[src/rtl/bt_msg_pkg.sv]
// ----------------------------------------------------------------------------
// bt_msg_pkg
// Shared definitions for the Bluetooth message arbiter:
//   - baud_div()   : clock cycles per UART bit (integer-truncated)
//   - TERM_BYTE    : '#' message terminator
//   - arb_state_t  : arbiter FSM state encoding
//   - MSG_TABLE    : fixed ASCII message per requester, 16 characters each
//   - msg_byte()   : byte lookup used to build the message ROM
// ----------------------------------------------------------------------------
package bt_msg_pkg;

    localparam logic [7:0] TERM_BYTE = 8'h23;   // '#'
    localparam int         MSG_CHARS = 16;      // characters stored per table row
    localparam int         MAX_REQ   = 8;

    typedef enum logic [2:0] {
        ST_IDLE = 3'd0,
        ST_LOAD = 3'd1,
        ST_SEND = 3'd2,
        ST_WAIT = 3'd3,
        ST_DONE = 3'd4
    } arb_state_t;

    function automatic int baud_div(input int clk_hz, input int baud);
        return clk_hz / baud;
    endfunction

    // First character sits in the most significant byte of each row.
    // Rows are padded with spaces after the terminator. Row 3 deliberately
    // carries no terminator so the MSG_LEN byte limit is what ends it.
    localparam logic [8*MSG_CHARS-1:0] MSG_TABLE [MAX_REQ] = '{
        "FIM-CSU1-#      ",
        "LINE-OK-#       ",
        "PICKUP-#        ",
        "NO-TERMINATOR-AB",
        "REQ4-#          ",
        "REQ5-#          ",
        "REQ6-#          ",
        "REQ7-#          "
    };

    // Anything outside the table reads as a terminator, so a ROM deeper
    // than the table still ends every message cleanly.
    function automatic logic [7:0] msg_byte(input int msg, input int idx);
        logic [8*MSG_CHARS-1:0] row;
        if (msg < 0 || msg >= MAX_REQ || idx < 0 || idx >= MSG_CHARS) begin
            return TERM_BYTE;
        end
        row = MSG_TABLE[msg];
        return row[8*(MSG_CHARS-1-idx) +: 8];
    endfunction

endpackage

[src/rtl/uart_tx_8n1.sv]
// ----------------------------------------------------------------------------
// uart_tx_8n1
// 8N1 UART transmitter: start bit (0), 8 data bits LSB first, stop bit (1),
// each bit BAUD_DIV clock cycles long.
// Ports:
//   clk_50M  in   system clock
//   rst      in   synchronous active-high reset (line returns high next edge)
//   start    in   one-cycle request to send data; ignored while busy
//   data     in   byte to send, sampled with start
//   tx       out  serial line, idle high
//   busy     out  high while a frame is on the line
//   done     out  one-cycle pulse in the last cycle of the stop bit
// ----------------------------------------------------------------------------
module uart_tx_8n1 #(
    parameter int BAUD_DIV = 434
) (
    input  logic       clk_50M,
    input  logic       rst,
    input  logic       start,
    input  logic [7:0] data,
    output logic       tx,
    output logic       busy,
    output logic       done
);

    localparam int CNT_W = (BAUD_DIV > 1) ? $clog2(BAUD_DIV) : 1;

    logic [CNT_W-1:0] baud_cnt_q, baud_cnt_d;
    logic [3:0]       bit_cnt_q,  bit_cnt_d;   // 0 = start, 1..8 = data, 9 = stop
    logic [8:0]       shift_q,    shift_d;     // remaining data bits plus stop bit
    logic             tx_q,       tx_d;
    logic             active_q,   active_d;
    logic             bit_end;

    assign bit_end = active_q && (baud_cnt_q == CNT_W'(BAUD_DIV - 1));

    always_comb begin
        baud_cnt_d = baud_cnt_q;
        bit_cnt_d  = bit_cnt_q;
        shift_d    = shift_q;
        tx_d       = tx_q;
        active_d   = active_q;
        if (!active_q) begin
            if (start) begin
                active_d   = 1'b1;
                tx_d       = 1'b0;
                shift_d    = {1'b1, data};
                baud_cnt_d = '0;
                bit_cnt_d  = '0;
            end
        end else if (bit_end) begin
            baud_cnt_d = '0;
            if (bit_cnt_q == 4'd9) begin
                active_d = 1'b0;
                tx_d     = 1'b1;
            end else begin
                tx_d      = shift_q[0];
                shift_d   = {1'b1, shift_q[8:1]};
                bit_cnt_d = bit_cnt_q + 4'd1;
            end
        end else begin
            baud_cnt_d = baud_cnt_q + 1'b1;
        end
    end

    always_ff @(posedge clk_50M) begin
        if (rst) begin
            baud_cnt_q <= '0;
            bit_cnt_q  <= '0;
            shift_q    <= '1;
            tx_q       <= 1'b1;
            active_q   <= 1'b0;
        end else begin
            baud_cnt_q <= baud_cnt_d;
            bit_cnt_q  <= bit_cnt_d;
            shift_q    <= shift_d;
            tx_q       <= tx_d;
            active_q   <= active_d;
        end
    end

    assign tx   = tx_q;
    assign busy = active_q;
    assign done = bit_end && (bit_cnt_q == 4'd9);

endmodule

[src/rtl/bt_msg_arbiter.sv]
// ----------------------------------------------------------------------------
// bt_msg_arbiter
// Round-robin scheduler sharing one UART transmit line between N_REQ
// requesters. Each request pulse latches a pending bit; one requester at a
// time is granted and its fixed ASCII message is streamed from a ROM through
// an 8N1 serializer until '#' or MSG_LEN bytes.
// Ports:
//   clk_50M   in   system clock
//   rst       in   synchronous active-high reset
//   req       in   per-requester one-cycle request pulses
//   tx        out  UART line to the Bluetooth module, idle high
//   busy      out  high from grant until the DONE state completes
//   grant_id  out  requester being served; holds last value when idle
//   done      out  one-cycle pulse on bit i when message i has left the line
//   dropped   out  one-cycle pulse on bit i when req[i] hits a pending i
// ----------------------------------------------------------------------------
module bt_msg_arbiter
    import bt_msg_pkg::*;
#(
    parameter int CLK_HZ  = 50_000_000,
    parameter int BAUD    = 115200,
    parameter int N_REQ   = 4,
    parameter int MSG_LEN = 16
) (
    input  logic                     clk_50M,
    input  logic                     rst,
    input  logic [N_REQ-1:0]         req,
    output logic                     tx,
    output logic                     busy,
    output logic [$clog2(N_REQ)-1:0] grant_id,
    output logic [N_REQ-1:0]         done,
    output logic [N_REQ-1:0]         dropped
);

    localparam int BAUD_DIV  = baud_div(CLK_HZ, BAUD);
    localparam int GID_W     = $clog2(N_REQ);
    localparam int IDX_W     = $clog2(MSG_LEN);
    localparam int ROM_DEPTH = N_REQ * MSG_LEN;
    localparam int ADDR_W    = $clog2(ROM_DEPTH);

    arb_state_t        state_q,      state_d;
    logic [N_REQ-1:0]  pending_q,    pending_d;
    logic [GID_W-1:0]  grant_id_q,   grant_id_d;
    logic [GID_W-1:0]  last_grant_q, last_grant_d;
    logic [IDX_W-1:0]  idx_q,        idx_d;
    logic              busy_q,       busy_d;
    logic [N_REQ-1:0]  done_q,       done_d;
    logic [N_REQ-1:0]  dropped_q,    dropped_d;
    logic [N_REQ-1:0]  grant_clr;

    logic [GID_W-1:0]  pick_id;
    logic              pick_found;
    int                cand;

    logic [7:0]        rom [ROM_DEPTH];
    logic [7:0]        rom_data_q;
    logic [ADDR_W-1:0] rom_addr;

    logic              ser_start;
    logic              ser_busy;
    logic              ser_done;
    logic              ser_tx;

    // ------------------------------------------------------------------
    // Message ROM: row-major, one MSG_LEN slot per requester.
    // ------------------------------------------------------------------
    generate
        for (genvar gi = 0; gi < ROM_DEPTH; gi++) begin : g_rom
            assign rom[gi] = msg_byte(gi / MSG_LEN, gi % MSG_LEN);
        end
    endgenerate

    assign rom_addr = ADDR_W'(grant_id_q) * ADDR_W'(MSG_LEN) + ADDR_W'(idx_q);

    // Read every cycle; the address only moves on grant or on WAIT->LOAD, so
    // the byte seen in SEND and WAIT is the one fetched during LOAD.
    always_ff @(posedge clk_50M) begin
        rom_data_q <= rom[rom_addr];
    end

    // ------------------------------------------------------------------
    // Round-robin pick: first pending bit after last_grant, with wrap.
    // ------------------------------------------------------------------
    always_comb begin
        pick_found = 1'b0;
        pick_id    = '0;
        cand       = 0;
        for (int k = 0; k < N_REQ; k++) begin
            cand = int'(last_grant_q) + 1 + k;
            if (cand >= N_REQ) begin
                cand = cand - N_REQ;
            end
            if (!pick_found && pending_q[cand]) begin
                pick_found = 1'b1;
                pick_id    = GID_W'(cand);
            end
        end
    end

    // ------------------------------------------------------------------
    // Arbiter FSM next-state logic
    // ------------------------------------------------------------------
    always_comb begin
        state_d      = state_q;
        grant_id_d   = grant_id_q;
        last_grant_d = last_grant_q;
        idx_d        = idx_q;
        busy_d       = busy_q;
        done_d       = '0;
        grant_clr    = '0;

        case (state_q)
            ST_IDLE: begin
                if (pick_found) begin
                    grant_id_d         = pick_id;
                    grant_clr[pick_id] = 1'b1;
                    idx_d              = '0;
                    busy_d             = 1'b1;
                    state_d            = ST_LOAD;
                end
            end
            ST_LOAD: begin
                state_d = ST_SEND;
            end
            ST_SEND: begin
                // The serializer is always free here; the guard only keeps a
                // start from being lost if that ever stops being true.
                if (!ser_busy) begin
                    state_d = ST_WAIT;
                end
            end
            ST_WAIT: begin
                if (ser_done) begin
                    if (rom_data_q == TERM_BYTE || idx_q == IDX_W'(MSG_LEN - 1)) begin
                        done_d[grant_id_q] = 1'b1;
                        state_d            = ST_DONE;
                    end else begin
                        idx_d   = idx_q + 1'b1;
                        state_d = ST_LOAD;
                    end
                end
            end
            ST_DONE: begin
                last_grant_d = grant_id_q;
                busy_d       = 1'b0;
                state_d      = ST_IDLE;
            end
            default: begin
                state_d = ST_IDLE;
            end
        endcase

        // A request landing on the grant cycle re-queues (set beats clear)
        // and is not a drop, since the granted copy is already consumed.
        pending_d = (pending_q & ~grant_clr) | req;
        dropped_d = req & pending_q & ~grant_clr;
    end

    always_ff @(posedge clk_50M) begin
        if (rst) begin
            state_q      <= ST_IDLE;
            pending_q    <= '0;
            grant_id_q   <= '0;
            last_grant_q <= GID_W'(N_REQ - 1);
            idx_q        <= '0;
            busy_q       <= 1'b0;
            done_q       <= '0;
            dropped_q    <= '0;
        end else begin
            state_q      <= state_d;
            pending_q    <= pending_d;
            grant_id_q   <= grant_id_d;
            last_grant_q <= last_grant_d;
            idx_q        <= idx_d;
            busy_q       <= busy_d;
            done_q       <= done_d;
            dropped_q    <= dropped_d;
        end
    end

    // ------------------------------------------------------------------
    // Serializer
    // ------------------------------------------------------------------
    assign ser_start = (state_q == ST_SEND) && !ser_busy;

    uart_tx_8n1 #(
        .BAUD_DIV (BAUD_DIV)
    ) u_uart_tx (
        .clk_50M (clk_50M),
        .rst     (rst),
        .start   (ser_start),
        .data    (rom_data_q),
        .tx      (ser_tx),
        .busy    (ser_busy),
        .done    (ser_done)
    );

    assign tx       = ser_tx;
    assign busy     = busy_q;
    assign grant_id = grant_id_q;
    assign done     = done_q;
    assign dropped  = dropped_q;

endmodule
[config.mk]
export PLATFORM = sky130hd
export DESIGN_NAME = bt_msg_arbiter
export DESIGN_NICKNAME = d
export VERILOG_FILES = /design/src/rtl/bt_msg_pkg.sv /design/src/rtl/uart_tx_8n1.sv /design/src/rtl/bt_msg_arbiter.sv
export SDC_FILE = /design/constraint.sdc
export NUM_CORES = 1
export LEC_CHECK = 0
export CAP_MARGIN = 10
export CORE_MARGIN = 2
export CORE_UTILIZATION = 50
export DETAILED_ROUTE_END_ITERATION = 8
export PLACE_DENSITY = 0.68
export SETUP_SLACK_MARGIN = 0.02
export SLEW_MARGIN = 20
export SYNTH_ARGS = -nofsm -noshare
export SYNTH_HDL_FRONTEND = slang
export SYNTH_SLANG_ARGS = --single-unit
[constraint.sdc]
create_clock -name clk_50M -period 6.5 [get_ports clk_50M]
set_clock_uncertainty 0.2 [all_clocks]
set_input_delay 1.3 -clock clk_50M [delete_from_list [all_inputs] [get_ports clk_50M]]
set_output_delay 1.3 -clock clk_50M [all_outputs]
set_load 0.01 [all_outputs]
### Word-level counts from Yosys, hierarchy flattened

Memories as Yosys holds them, arrays and structs flattened. A register that Yosys moved wholly into a read port is not among the register bits.
Cells that the tools add are included.

| word-level totals | value |
|---|---|
| bits in registers | 48 |
| bits of input ports | 6 |
| memories kept | 1 |
| memory bits (read-only) | 512 |
| word-level logic and storage cells | 145 |
| output and inout port bits | 12 |

| operators by class | value |
|---|---|
| equal/unequal tests | 14 |
| muxes and demuxes | 60 |
| $add $sub $neg | 12 |
| bitwise operators | 9 |
| $lt $le $gt $ge | 12 |
| reductions and logical operators | 24 |

Memory list:

| name | words | bits a word | rd ports | clocked after memory_dff | wr ports | line | RTL |
|---|---|---|---|---|---|---|---|
| (no name shown) | 64 | 8 | 1 | 1 | 0 | bt_msg_arbiter.sv:78 | `rom_data_q <= rom[rom_addr];` |

Operators by type and width:

| operator | number |
|---|---|
| less-than comparator 32 x 4 -> 1 bit (second input constant) | 4 |
| 2-to-1 mux 32 bit | 4 |
| >= comparator 32 x 4 -> 1 bit (second input constant) | 3 |
| subtractor 32 x 4 -> 32 bit (second input constant) | 3 |
| 2-to-1 mux 9 bit | 7 |
| 2-to-1 mux 4 bit | 9 |
| adder 32 x 2 -> 32 bit (second input constant) | 1 |
| adder 32 x 3 -> 32 bit (second input constant) | 1 |
| 2-to-1 mux 1 bit | 23 |
| AND 4 bit | 3 |
| 2-to-1 mux 3 bit | 4 |
| != test 2 bit (second input constant) | 6 |
| one-hot mux 3 bit (4 select lines) | 1 |
| adder 9 x 1 -> 9 bit (second input constant) | 1 |
| equality test 9 bit (second input constant) | 1 |
| adder 4 x 1 -> 4 bit (second input constant) | 2 |
| binary-select mux 1 bit (select 2 bit) | 4 |
| equality test 4 bit (second input constant) | 2 |
| equality test 8 x 6 -> 1 bit (second input constant) | 1 |
| logical AND 1 bit | 8 |
| 2-to-1 mux 2 bit | 4 |
| one-hot mux 4 bit (2 select lines) | 1 |
| inverter 6 -> 7 bit | 1 |
| adder 6 x 4 -> 6 bit | 1 |
| 22 further kinds | 36 |

### Longest topological paths before layout

| logic depth | value |
|---|---|
| depth in word-level cells | 25 |
| gate-level depth with buffers | 7 |

### Hierarchy

From an unflattened synthesis, not the netlist that was laid out.

| unflattened totals | value |
|---|---|
| cells, all modules | 354 |
| area, all modules | 3,066.7 um2 |

By module, submodules not included:

| module | area an instance (um2) | instances | cells each |
|---|---|---|---|
| bt_msg_arbiter | 1,806.7 | 1 | 209 |
| uart_tx_8n1 | 1,260.0 | 1 | 145 |

### Least setup slack after synthesis

OpenSTA, ideal clock, no wires.

| timing path | value |
|---|---|
| path kind | reg-to-reg |
| start | register u_uart_tx.baud_cnt_q[2] |
| end | register u_uart_tx.shift_q[2] |
| period minus slack after synthesis | 2.311 ns |
| arrival time | 1.977 ns |
| slack | 4.189 ns |
| library setup time | 0.134 ns |
| cell stages (with the launch flop) | 7 |
| data required time | 6.166 ns |
| path buffers | 2 |
| path through | dfxtp_1 > buf_6 > or4b_4 > or4_4 > clkbuf_8 > a221oi_1 > o21ai_0 |

| on the way | value |
|---|---|
| longest elaborated chain between the ends | 4 |

Ends and longest elaborated chain:

| what | line | RTL |
|---|---|---|
| from (decl) | uart_tx_8n1.sv:28 | `logic [CNT_W-1:0] baud_cnt_q, baud_cnt_d;` |
| from (signal assigned) | uart_tx_8n1.sv:74 | `baud_cnt_q <= baud_cnt_d;` |
| equality test 9 bit | uart_tx_8n1.sv:35 | `assign bit_end = active_q && (baud_cnt_q == CNT_W'(BAUD_DIV - 1));` |
| logical AND 1 bit | uart_tx_8n1.sv:35 |  |
| != test 2 bit (no source line) | -- |  |
| AND reduction 3 bit (no source line) | -- |  |
| to (signal assigned) | uart_tx_8n1.sv:76 | `shift_q <= shift_d;` |
| to (decl) | uart_tx_8n1.sv:30 | `logic [8:0] shift_q, shift_d;` |

Every way passes these cells.
A chain may end at the register's enable or synchronous reset.

### Worst setup path after layout

| timing path | value |
|---|---|
| start | register grant_id_q[0] (netlist: grant_id[0]) |
| end | output grant_id[0] |

RTL lines:

| what | line | RTL |
|---|---|---|
| from (decl) | bt_msg_arbiter.sv:43 | `logic [GID_W-1:0] grant_id_q, grant_id_d;` |
| from (signal assigned) | bt_msg_arbiter.sv:172 | `grant_id_q <= grant_id_d;` |
| to (decl) | bt_msg_arbiter.sv:30 | `output logic [$clog2(N_REQ)-1:0] grant_id,` |

No word-level cell between the ends.

==> reports/results.txt <==
Largest net degree at the start of global routing: 32
CP Launch Type: register
TNS Setup: 0 ns
Crit-path cells: clkdlybuf4s50_1
DP Cell Count: 428
Post-synth ARST share: 0%
Top Ports: 18
Drt drc: 0
Distinct cells, synth: 60
Register area share after synthesis: 35.96%
CP arrival: 1.66 ns
Share of cells above drive strength 1: 5.817%
Max_cap viols: 0
Starting Density: 51.39%
H-tree depth: 2
Cts bufs inserted: 5
Routed len/inst: 15.03 um
Tot GR Track Use: 20.84%
Initial antenna violation count: 0
Diode count: 0
Hold Path Stages: 2
Top cell type by total area after synthesis: dfxtp_1
Detailed Route WL: 6554 um
Dpl hpwl: 4351 um
DR iter-0 viols: 183
Vias in the first global route: 2340
PwrDens: 241.1 nW/um^2
Max incr delay on CP: 0.71 ns
Number of vias per cell: 5.968
RSZ-0062 raised after global routing: false
Die ar.: 6650 um^2
Min Hold Slack: 0.2689 ns
Post-Syn Nets: 378
Root buffer cell: clkbuf_8
Leakage power: 1.164 nW
Slew HR: 32.34%
CTS Hold Bufs: 0
Register bit total from synthesis: 54
CTS tree: built
Status: complete, no violations
Drt pass-1 iters: 4
Maximum vdd ir drop: 0.0001741 V
Worst Hold Path EP: u_uart_tx.shift_q[7]
Final ANT Viol Nets: 0
Reg2reg setup slack: 3.95 ns
Post-CTS setup buffers: 0
Hold Path Origin: u_uart_tx.shift_q[7]
Min Tclk post-route: 3.159 ns
Via count: 2602
Row cnt: 28
Worst r2r src: u_uart_tx.busy
PortBufs: 17
Slowest library cell on the worst path: dfxtp_1
Synth Area per Inst: 8.352 um^2
Critical path's top delay family: flip-flops
CP Buf/Inv Count: 1
Count of nets after finishing: 378
Yosys top cell area share: 35.96%
Post-cts resize count: 0
FF-to-FF End: u_uart_tx.bit_cnt_q[2]
Crit Path Max Fanout: 18
Synth top area cells: dfxtp_1, ha_1, nand2_1
Final GP Congestion: 0.7997
Clk_lat worst skew: 0.31 ns
Clk slew on worst S/H paths: 0.09 ns
Slew @ Worst Pin: 1.006 ns
Crit path required time: 5.00 ns
Grt ovf: 0
CP startpoint: grant_id[0]
Top_reg_cell synth: dfxtp_1
Post-synth EDFFs: 0
Fill count: 541
DIE WIDTH: 81.55 um
CTS max path bufs: 2
Slew Viols, Final: 0
Core region area: 5851 um^2
Yosys warns: 0
Top achievable clock speed: 0.3165 GHz
Clock tree sinks: 54
Critical path class: reg -> out
Final Hold Vio Count: 0
R2R cell count: 4
Hold WC Path Type: reg -> reg
Final-report setup violation count: 0
Die Ht: 81.55 um
Fin crit share: 48.60%
Cells after Synth: 360
CP Capture Type: primary output
Synthesized cell area: 3007 um^2
First-pass GRT wire length: 11120 um
Area Overhead vs Synth: 9.696%
Non-Filler Instances: 436
## kinds of logic (layout without fill, tap and decap cells)
kind of cell	Yosys count	after routing	synth area share, %
muxes	13	13	5.160
adders and majority gates	12	12	4.994
and+or+nand+nor	148	148	25.84
DFF	54	54	35.96
buffers and inverters	39	40	5.826
xor gates and xnor gates	1	1	0.2914
AOI/OAI and AO/OA	93	93	21.93
## worst max path at each step
stage	end	slack, ns	cells after the start
6_report	grant_id[0]	3.34	1
5_1_grt	grant_id[1]	3.23	1
4_1_cts	grant_id[0]	3.34	1
3_5_place_dp	done[1]	3.24	5
3_3_place_gp	done[1]	3.36	5
2_1_floorplan	u_uart_tx.shift_q[2]	4.19	6
## state kept, by name (all words and copies together), names as in the netlist
signal and flops:
u_uart_tx.shift_q 8, dropped 4, u_uart_tx.baud_cnt_q 9, last_grant_q 2, busy 1, idx_q 4, pending_q 4, rom_data_q 7
u_uart_tx.tx 1, u_uart_tx.bit_cnt_q 4, done 4, state_q 3, u_uart_tx.busy 1, grant_id 2
## metal layers
metal / vias up / GRT usage, % / wire length, um
met5: - / 0 / 0
li1: 1332 / - / -
met4: 0 / 5.424 / 82
met3: 9 / 3.407 / 254
met2: 59 / 31.39 / 2766
met1: 1202 / 30.75 / 3450
## cell type report
class | instances | area (um^2) | area share, %
Multi-Input combinational cell | 267 | 1750 | 53.07
Timing Repair Buffer | 18 | 177.7 | 5.387
Tap cell | 75 | 93.84 | 2.845
Inverter | 14 | 52.55 | 1.593
Sequential cell | 54 | 1081 | 32.78
Clock inverter | 2 | 60.06 | 1.821
Clock buffer | 6 | 82.58 | 2.504
## cell usage in the layout (no fill, tap or decap), drive strengths merged, types with 10 or more instances in the layout
cell and count:
a211oi 10, a21oi 11, and2 11, clkdlybuf4s50 17
dfxtp 54, ha 12, inv 13, mux2i 11
nand2 36, nand3 12, nor2 25, nor3 21
o21ai 20
## report_power, final
part | total, W | switching [W] | internal (W)
combinational | 0.000134 | 0.0000752 | 0.0000589
clock | 0.000274 | 0.000109 | 0.000164
sequential | 0.000388 | 0.0000312 | 0.000356
## through the flow
stage / area, um^2 / util [%] / setup slack, ns / power, W
floorplan: 3007 / - / 4.189 / 0.0004878
global placement: 3156 / 53.94 / 3.356 / 0.0005254
detailed placement: 3156 / 53.94 / 3.244 / 0.0005264
CTS: 3298 / 56.37 / 3.340 / 0.0007964
global route: 3298 / 56.37 / 3.233 / 0.0008315
finish: 3298 / 56.37 / 3.341 / 0.0007953
## Yosys cell counts (8+ instances only)
library cell and n:
a221oi_1 8, a311oi_1 8, mux2i_1 11, nand3_1 12, a31oi_1 8, nand2_1 36
dfxtp_1 54, nor2_1 25, o21ai_0 20, clkbuf_1 21, ha_1 12, inv_1 12
a21oi_1 11, a211oi_1 10, and2_1 11, nand4_1 8, nor3_1 21
Note: power is estimated with default switching activity, not from simulation.
